## src/rtl/hwag_sync_ctrl.sv

```systemverilog
// hwag_sync_ctrl: crank-wheel synchroniser for a missing-tooth wheel.
// Measures tooth-to-tooth periods, finds the gap (a period more than twice
// the previous one), then tracks the tooth index and flags any tooth/gap
// pattern that disagrees with the wheel geometry.
// Debug state encoding on state_dbg: 0=IDLE, 1=ARM, 2=SEARCH, 3=SYNC.
module hwag_sync_ctrl #(
    parameter int WIDTH      = 24,
    parameter int TCNT_WIDTH = 6,
    parameter int TOOTH_LAST = 57
) (
    input  logic                  clk,
    input  logic                  srst,
    input  logic                  ena,
    input  logic                  cap,
    input  logic                  clr_err,
    output logic [WIDTH-1:0]      pcnt,
    output logic [WIDTH-1:0]      last_period,
    output logic [TCNT_WIDTH-1:0] tooth,
    output logic                  gap,
    output logic                  synced,
    output logic                  sync_err,
    output logic                  ovf,
    output logic [1:0]            state_dbg
);

    typedef enum logic [1:0] {
        ST_IDLE   = 2'd0,
        ST_ARM    = 2'd1,
        ST_SEARCH = 2'd2,
        ST_SYNC   = 2'd3
    } state_t;

    localparam logic [WIDTH-1:0]      PMAX  = '1;
    localparam logic [TCNT_WIDTH-1:0] TLAST = TCNT_WIDTH'(TOOTH_LAST);

    state_t                r_state;
    logic [WIDTH-1:0]      r_pcnt;
    logic [WIDTH-1:0]      r_last_period;
    logic [WIDTH-1:0]      r_prev;
    logic [TCNT_WIDTH-1:0] r_tooth;
    logic                  r_gap;
    logic                  r_synced;
    logic                  r_sync_err;
    logic                  r_ovf;
    // High when pcnt was already all-ones in the previous clk, so the
    // saturation event fires only once per stall and clr_err can clear ovf
    // while the counter is still parked at all-ones.
    logic                  r_sat_done;

    logic                  w_cap;
    logic                  w_pcnt_max;
    logic [WIDTH-1:0]      w_period;
    logic                  w_sat;
    logic                  w_gap_cond;
    logic                  w_at_last;
    logic                  w_set_sync_err;

    // Derived per-clk decisions: accepted cap, period, saturation, gap test.
    always_comb begin
        w_cap      = cap && (r_state != ST_IDLE);
        w_pcnt_max = (r_pcnt == PMAX);
        w_period   = w_pcnt_max ? PMAX : (r_pcnt + WIDTH'(1));
        w_sat      = w_pcnt_max && !r_sat_done;
        // Compared one bit wider so 2*prev cannot wrap.
        w_gap_cond = ({1'b0, w_period} > {r_prev, 1'b0});
        w_at_last  = (r_tooth == TLAST);
        // A mismatch is a gap where a tooth belongs or a tooth where the gap belongs.
        w_set_sync_err = ena && !w_sat && w_cap && (r_state == ST_SYNC) &&
                         (w_at_last ? !w_gap_cond : w_gap_cond);
    end

    // Period counter, sync FSM and sticky flags, all registered.
    always_ff @(posedge clk) begin
        if (srst) begin
            r_state       <= ST_IDLE;
            r_pcnt        <= '0;
            r_last_period <= '0;
            r_prev        <= '0;
            r_tooth       <= '0;
            r_gap         <= 1'b0;
            r_synced      <= 1'b0;
            r_sync_err    <= 1'b0;
            r_ovf         <= 1'b0;
            r_sat_done    <= 1'b0;
        end else if (!ena) begin
            // Disabled: park in IDLE; last_period, prev and flags keep their values.
            r_state    <= ST_IDLE;
            r_pcnt     <= '0;
            r_tooth    <= '0;
            r_gap      <= 1'b0;
            r_synced   <= 1'b0;
            r_sat_done <= 1'b0;
        end else begin
            r_gap <= 1'b0;

            // Counter: restart on an accepted cap, otherwise saturating count.
            if (w_cap) begin
                r_pcnt        <= '0;
                r_last_period <= w_period;
            end else begin
                r_pcnt <= w_period;
            end
            r_sat_done <= w_pcnt_max && !w_cap;

            if (w_sat) begin
                // Lost the wheel: restart acquisition regardless of cap.
                r_state  <= ST_ARM;
                r_tooth  <= '0;
                r_synced <= 1'b0;
            end else begin
                case (r_state)
                    ST_IDLE: begin
                        r_state <= ST_ARM;
                    end
                    ST_ARM: begin
                        // First period after arming may be partial: use it only as reference.
                        if (w_cap) begin
                            r_prev  <= w_period;
                            r_state <= ST_SEARCH;
                        end
                    end
                    ST_SEARCH: begin
                        if (w_cap) begin
                            if (w_gap_cond) begin
                                r_state  <= ST_SYNC;
                                r_tooth  <= '0;
                                r_gap    <= 1'b1;
                                r_synced <= 1'b1;
                            end else begin
                                r_prev <= w_period;
                            end
                        end
                    end
                    ST_SYNC: begin
                        if (w_cap) begin
                            if (!w_at_last) begin
                                if (w_gap_cond) begin
                                    r_state  <= ST_SEARCH;
                                    r_tooth  <= '0;
                                    r_synced <= 1'b0;
                                end else begin
                                    r_tooth <= r_tooth + TCNT_WIDTH'(1);
                                    r_prev  <= w_period;
                                end
                            end else begin
                                if (w_gap_cond) begin
                                    r_tooth <= '0;
                                    r_gap   <= 1'b1;
                                end else begin
                                    r_state  <= ST_SEARCH;
                                    r_tooth  <= '0;
                                    r_synced <= 1'b0;
                                    r_prev   <= w_period;
                                end
                            end
                        end
                    end
                    default: begin
                        r_state <= ST_IDLE;
                    end
                endcase
            end

            // Sticky flags: a setting event beats a simultaneous clear.
            if (w_set_sync_err) begin
                r_sync_err <= 1'b1;
            end else if (clr_err) begin
                r_sync_err <= 1'b0;
            end
            if (w_sat) begin
                r_ovf <= 1'b1;
            end else if (clr_err) begin
                r_ovf <= 1'b0;
            end
        end
    end

    assign pcnt        = r_pcnt;
    assign last_period = r_last_period;
    assign tooth       = r_tooth;
    assign gap         = r_gap;
    assign synced      = r_synced;
    assign sync_err    = r_sync_err;
    assign ovf         = r_ovf;
    assign state_dbg   = r_state;

endmodule

```

## config.mk

```make
export PLATFORM = sky130hd
export DESIGN_NAME = hwag_sync_ctrl
export DESIGN_NICKNAME = d
export VERILOG_FILES = /design/src/rtl/hwag_sync_ctrl.sv
export SDC_FILE = /design/constraint.sdc
export NUM_CORES = 1
export LEC_CHECK = 0
export BUFFER_PORTS_ARGS = -buffer_cell sky130_fd_sc_hd__buf_4
export CAP_MARGIN = 25
export CORE_ASPECT_RATIO = 1.4
export CORE_MARGIN = 3
export CORE_UTILIZATION = 51
export DETAILED_ROUTE_END_ITERATION = 10
export HOLD_SLACK_MARGIN = 0.05
export PLACE_DENSITY_LB_ADDON = 0.15
export SYNTH_ARGS = -nofsm -noshare
export SYNTH_HDL_FRONTEND = slang
export SYNTH_SLANG_ARGS = --single-unit
```

## constraint.sdc

```tcl
create_clock -name clk -period 3.8 [get_ports clk]
set_input_delay 0 -clock clk [delete_from_list [all_inputs] [get_ports clk]]
set_output_delay 0 -clock clk [all_outputs]
set_load 0.05 [all_outputs]
```

After elaboration in Yosys (flattened, before gate mapping)

Index checks and enable logic that the tools add are counted.

Register bits after elaboration: 85

Equal/unequal tests: 19
Add/subtract/negate cells: 2
Reduce and logical (&&, ||, !) cells: 29
Multiplexer cells: 36
Magnitude comparators: 1
Bitwise gates (word level): 2

Operators by type and width:

| kind                                                            | number |
|---|---|
| 24-bit two-way mux                                              | 4 |
| 24-bit case mux with 2 select lines                             | 1 |
| 6-bit two-way mux                                               | 5 |
| 24-bit by 25-bit > comparator with 1-bit output                 | 1 |
| 24-bit by 1-bit adder with 24-bit output, second input constant | 1 |
| 24-bit equality test, second input constant                     | 1 |
| 6-bit AND reduction                                             | 4 |
| 3-bit != test, second input constant                            | 6 |
| 1-bit two-way mux                                               | 15 |
| 2-bit two-way mux                                               | 7 |
| 6-bit case mux with 2 select lines                              | 1 |
| 2-bit != test, second input constant                            | 5 |
| 4-bit != test, second input constant                            | 2 |
| 2-bit case mux with 4 select lines                              | 1 |
| 2-bit nonzero test                                              | 4 |
| 1-bit logical AND                                               | 7 |
| 6-bit by 1-bit adder with 6-bit output, second input constant   | 1 |
| 6-bit equality test, second input constant                      | 1 |
| 2-bit AND reduction                                             | 3 |
| 3-bit OR reduction                                              | 2 |
| 2-bit equality test, second input constant                      | 2 |
| 1-bit logical NOT                                               | 4 |
| 1-bit case mux with 2 select lines                              | 2 |
| 4-bit AND reduction                                             | 1 |
| other kinds (6)                                                 | 8 |

Depth between registers and ports, before layout

Depth after elaboration: 9
Depth in mapped cells: 20

Worst setup path after synthesis

No wires, ideal clock.

Path kind: flip-flop to flip-flop
From: register r_pcnt[0], in the netlist pcnt[0]
To: register r_synced, in the netlist synced
Data required time: 3661 ps
Cell stages (with the launch flop): 18
Library setup time: 139 ps
Path slack: -580 ps
Arrival time: 4241 ps
Path buffers: 1
Path through: dfxtp_1 -> ha_1 -> and4_1 -> buf_6 -> nand4_1 -> nor2_1 -> nand3_1 -> mux2_2 -> ha_1 -> a21o_1 -> a21o_1 -> a222oi_1 -> nand3_2 -> nand2_2 -> inv_2 -> ha_1 -> o41ai_1 -> a21oi_1

Longest elaborated chain between the ends: 5

RTL lines:

| what                                                                             | line   | source |
|---|---|---|
| start: declaration                                                               | 37     | `logic [WIDTH-1:0] r_pcnt;` |
| start signal: assignment                                                         | 101    | `r_pcnt <= w_period;` |
| 24-bit by 1-bit adder with 24-bit output or 24-bit equality test (tied branches) | 62, 61 |  |
| 24-bit two-way mux *                                                             | 62     | `w_period = w_pcnt_max ? PMAX : (r_pcnt + WIDTH'(1));` |
| named net w_period[22]                                                           | 52     | `logic [WIDTH-1:0] w_period;` |
| 24-bit by 25-bit > comparator with 1-bit output *                                | 65     | `w_gap_cond = ({1'b0, w_period} > {r_prev, 1'b0});` |
| 3-bit != test (no source line) or 2-bit != test (tied branches)                  | --     |  |
| 6-bit AND reduction (no source line) *                                           | --     |  |
| end signal: assignment                                                           | 81     | `r_synced <= 1'b0;` |
| end signal: assignment                                                           | 91     | `r_synced <= 1'b0;` |
| end signal: assignment                                                           | 109    | `r_synced <= 1'b0;` |
| end: declaration                                                                 | 42     | `logic r_synced;` |

Mark *: on every way through the listed nets, which the timed path passes. The rest lies on a longest branch.
A chain may end at the register's enable or synchronous reset.

Final worst setup path

From: register r_pcnt[0], in the netlist pcnt[0]
To: register r_prev[16]

Longest elaborated chain between the ends: 5

RTL lines:

| what                                                                             | line   | source |
|---|---|---|
| 24-bit by 1-bit adder with 24-bit output or 24-bit equality test (tied branches) | 62, 61 |  |
| 24-bit two-way mux *                                                             | 62     |  |
| named net w_period[14]                                                           | 52     |  |
| 24-bit by 25-bit > comparator with 1-bit output *                                | 65     |  |
| 2-bit != test (no source line) *                                                 | --     |  |
| 6-bit AND reduction (no source line) *                                           | --     |  |
| end signal: assignment                                                           | 118    | `r_prev <= w_period;` |
| end signal: assignment                                                           | 130    | `r_prev <= w_period;` |
| end signal: assignment                                                           | 143    | `r_prev <= w_period;` |
| end: declaration                                                                 | 39     | `logic [WIDTH-1:0] r_prev;` |

Mark *: on every way through the listed nets, which the timed path passes. The rest lies on a longest branch. The select of a mux whose other input is x is not followed.

==> flow_summary.yaml <==
floorplan:
  die-area_um2: 9480
  die_w_um: 83.1
  initial_core_util: 0.535
  pin_count: 65
  rows: 38
  core_area_um2: 7940
  die_y_um: 114
timing:
  fin_worst_skew_ps: 12.8
  hold_violations: 0
  drv_slew: 0
  period_share: 0.981
  worst_pin_slew_ps: 779
  setup_viol: 0
  slew_headroom: 0.479
  period_needed_ps: 3730
  timing.fmax_mhz: 268
  postLayoutSetupSlackWorst_ps: 71.3
setup_path:
  rr_worst_depth: 17
  cp-start-kind: "flop"
  reg2reg_slack_ps: 70
  cp_max_fo: 7
  critical_path_class: "flop to flop"
  end_kind: "flop"
  crit_arrival_ps: 3960
  required_ps: 4030
route:
  ant_nets: 0
  via_per_inst: 5.58
  drc: 0
  firstDrtPassIters: 5
  wire_per_inst_um: 15.5
  vias: 3870
  wirelength_mm: 10.8
  drtIter0Drc: 139
clock_network:
  cts_buffers: 9
  clkTransAtPathRegs_ps: 90
  worst_skew_pair.late_latency_ps: 370
  cts_buffer_depth: 2
  cts_tree: "yes"
  clock-sinks: 85
  cts-root-buf: "clkbuf_8"
  h-tree-depth: 3
logic_synthesis:
  synth_area_per_cell_um2: 8.58
  syn_area_um2: 4250
  synth_mux_area_frac: 0.0359
  synth_edf_count: 0
  synth_compound_area_frac: 0.164
  mappedNetlistNets: 528
  synth_fa_ha_area_frac: 0.0825
  synthSimpleGateAreaFrac: 0.219
  synth_top_family_by_area: "simple AND/OR/NAND/NOR gates"
  synth_xor_area_frac: 0.0268
  ys_warn_count: 0
  synth_cell_types: 65
  ys.flop_type: "dfxtp_1"
  ys_seq_area_frac: 0.401
  async_flop_share: 0
  synth-seq-cells: 85
  synth_cells: 495
power_and_ir_drop:
  clock_power_share: 0.353
  power.share.switching: 0.267
  p_int_uw: 1320
  powerDensity_nw_per_um2: 322
  power.switching_uw: 481
  pwr-share-seq: 0.510
  power.leakage_uw: 0.00238
  ir_worst_vdd_v: 0.000297
  combPwrFrac: 0.137
grt:
  overflow: 0
  grt_max_degree: 52
  grt_use_total: 0.224
  antenna_found_initial: 0
  grt_pass1_wl_mm: 17.3
  grt_pass1_vias: 3736
place:
  gp_congestion: 0.910
  pre_cts_slack_ps: -126
  portBuffers: 64
  placedInstanceArea_um2: 5050
  hpwl_mm: 7.44
final_layout:
  syn2layout_area_growth_pct: 31.7
  fillerInstances: 599
  diodes: 0
  nets: 622
  final_layout_size_suffix_gt1_frac: 0.311
  stdcell_area_um2: 5590
min_path:
  hold_path.class: "input pin to flop"
  hold_path_depth: 2
run_status:
  outcome: "finished clean"
run:
  max_cap_viol_count: 0
placed cells by master, fill, tap and decap left out, types with 4 or more instances in the layout:
cell	synthesis	layout
dfxtp_2	0	17
clkbuf_8	0	10
o21a_1	5	5
inv_1	50	50
and3_1	8	7
dfxtp_4	0	5
buf_4	2	94
a21oi_1	17	17
dfxtp_1	85	63
nor2_1	99	94
xor2_1	7	7
nand3_1	11	10
ha_4	0	4
nand4_1	13	13
xnor2_1	6	6
a31oi_1	4	4
o21ai_0	8	8
nor2_2	0	4
a211oi_1	34	31
mux2i_1	13	12
o31ai_1	4	4
dlygate4sd3_1	0	4
a211oi_2	3	6
nand2_1	21	21
ha_1	28	24
area by class of cell:
class                           instances  area [um2]  area share
Multi-Input combinational cell        337        2450       0.438
Sequential cell                        85        1740       0.311
Timing Repair Buffer                  105         892       0.160
Inverter                               51         191      0.0342
Clock buffer                           12         145      0.0260
Tap cell                              100         125      0.0224
Clock inverter                          4        47.5     0.00850
synthesized netlist by cell type, types with 2 or more instances:
library cell	instances	area, um2
a211oi_2	3	37.5
o21ai_1	2	10.0
dfxtp_1	85	1700
inv_1	50	188
a211oi_1	34	255
buf_4	2	15.0
o21a_1	5	37.5
o31ai_1	4	30.0
xnor2_1	6	52.6
mux2i_1	13	130
buf_2	4	20.0
and4_2	2	20.0
nand2_1	21	78.8
xor2_1	7	61.3
and3_1	8	50.1
nand2b_1	3	18.8
nand4_1	13	81.3
nor2_1	99	372
a31oi_1	4	25.0
nor3_1	3	15.0
a21o_1	2	15.0
mux2_2	2	22.5
or2_2	2	12.5
or4_1	3	22.5
a21oi_1	17	85.1
o21ai_0	8	40.0
buf_6	2	22.5
nor4_1	4	25.0
ha_1	28	350
and4_1	2	17.5
nand3_1	11	55.1
and3_2	2	15.0
clkbuf_1	12	45.0
cell families after synthesis:
kind of cell    count (synthesis)
simple gates                  186
fa+ha+maj                      28
flops                          85
mux                            15
compound gates                 95
buf+inv                        73
xor+xnor                       13
layer usage:
metal  wire length, um  global-route usage
met1              4610               0.260
met2              5540               0.395
met3               378              0.0527
met4               249              0.0916
met5                 0                   0
sequential cells by signal (all words and copies together) (netlist names):
register and flops:
tooth 6, synced 1, last_period 24, ovf 1, r_prev 24, r_sat_done 1
gap 1, state_dbg 2, pcnt 24, sync_err 1
per-stage QoR:
| stage | power [uW] | TNS (ps) | instances | hold slack [ps] | util |
|---|---|---|---|---|---|
| 3_5_place_dp | 1150 | -799 | 661 | 279 | 0.636 |
| 6_report | 1800 | 0 | 694 | 117 | 0.704 |
| 2_1_floorplan | 1090 | 0 | 495 | 145 | - |
| 5_1_grt | 1870 | -2780 | 694 | 119 | 0.704 |
| 3_3_place_gp | 1140 | -351 | 661 | 274 | 0.636 |
| 4_1_cts | 1780 | 0 | 682 | 100 | 0.667 |
worst max-delay path, stage by stage, from the launching register on:
cell     delay, ps
dfxtp_4        380
ha_4           170
and4_4         180
and3_4         190
and3_2         210
xor2_1         140
nor2_1         140
inv_1           60
ha_1           290
nand4_1        200
nor4_4         470
buf_4          210
nand4_4        160
a31oi_4        240
buf_12         150
buf_12         120
mux2i_4        210
nor2_1          50
timing repair:
item                                    4_1_cts  5_1_grt
gates resized for setup                       3       30
pin swaps                                     2       12
gates cloned                                  0        3
buffers inserted                              1        9
endpoints found under the setup margin       32       33
hold endpoints to repair                      5        0
hold buffers                                  4        0
worst paths after layout:
check	start	to
hold reg to reg	synced	synced
hold / removal	srst	sync_err
setup / recovery	pcnt[0]	r_prev[16]
setup reg to reg	pcnt[0]	r_prev[16]
power groups by stage:
stage                     logic, uW  clock network [uW]  registers (uW)
after floorplan                 124                   0             970
after global placement          202                   0             940
after detailed placement        206                   0             941
after CTS                       210                 648             920
after global routing            266                 682             920
final                           246                 635             918
Power figures use the tool's default switching activity.
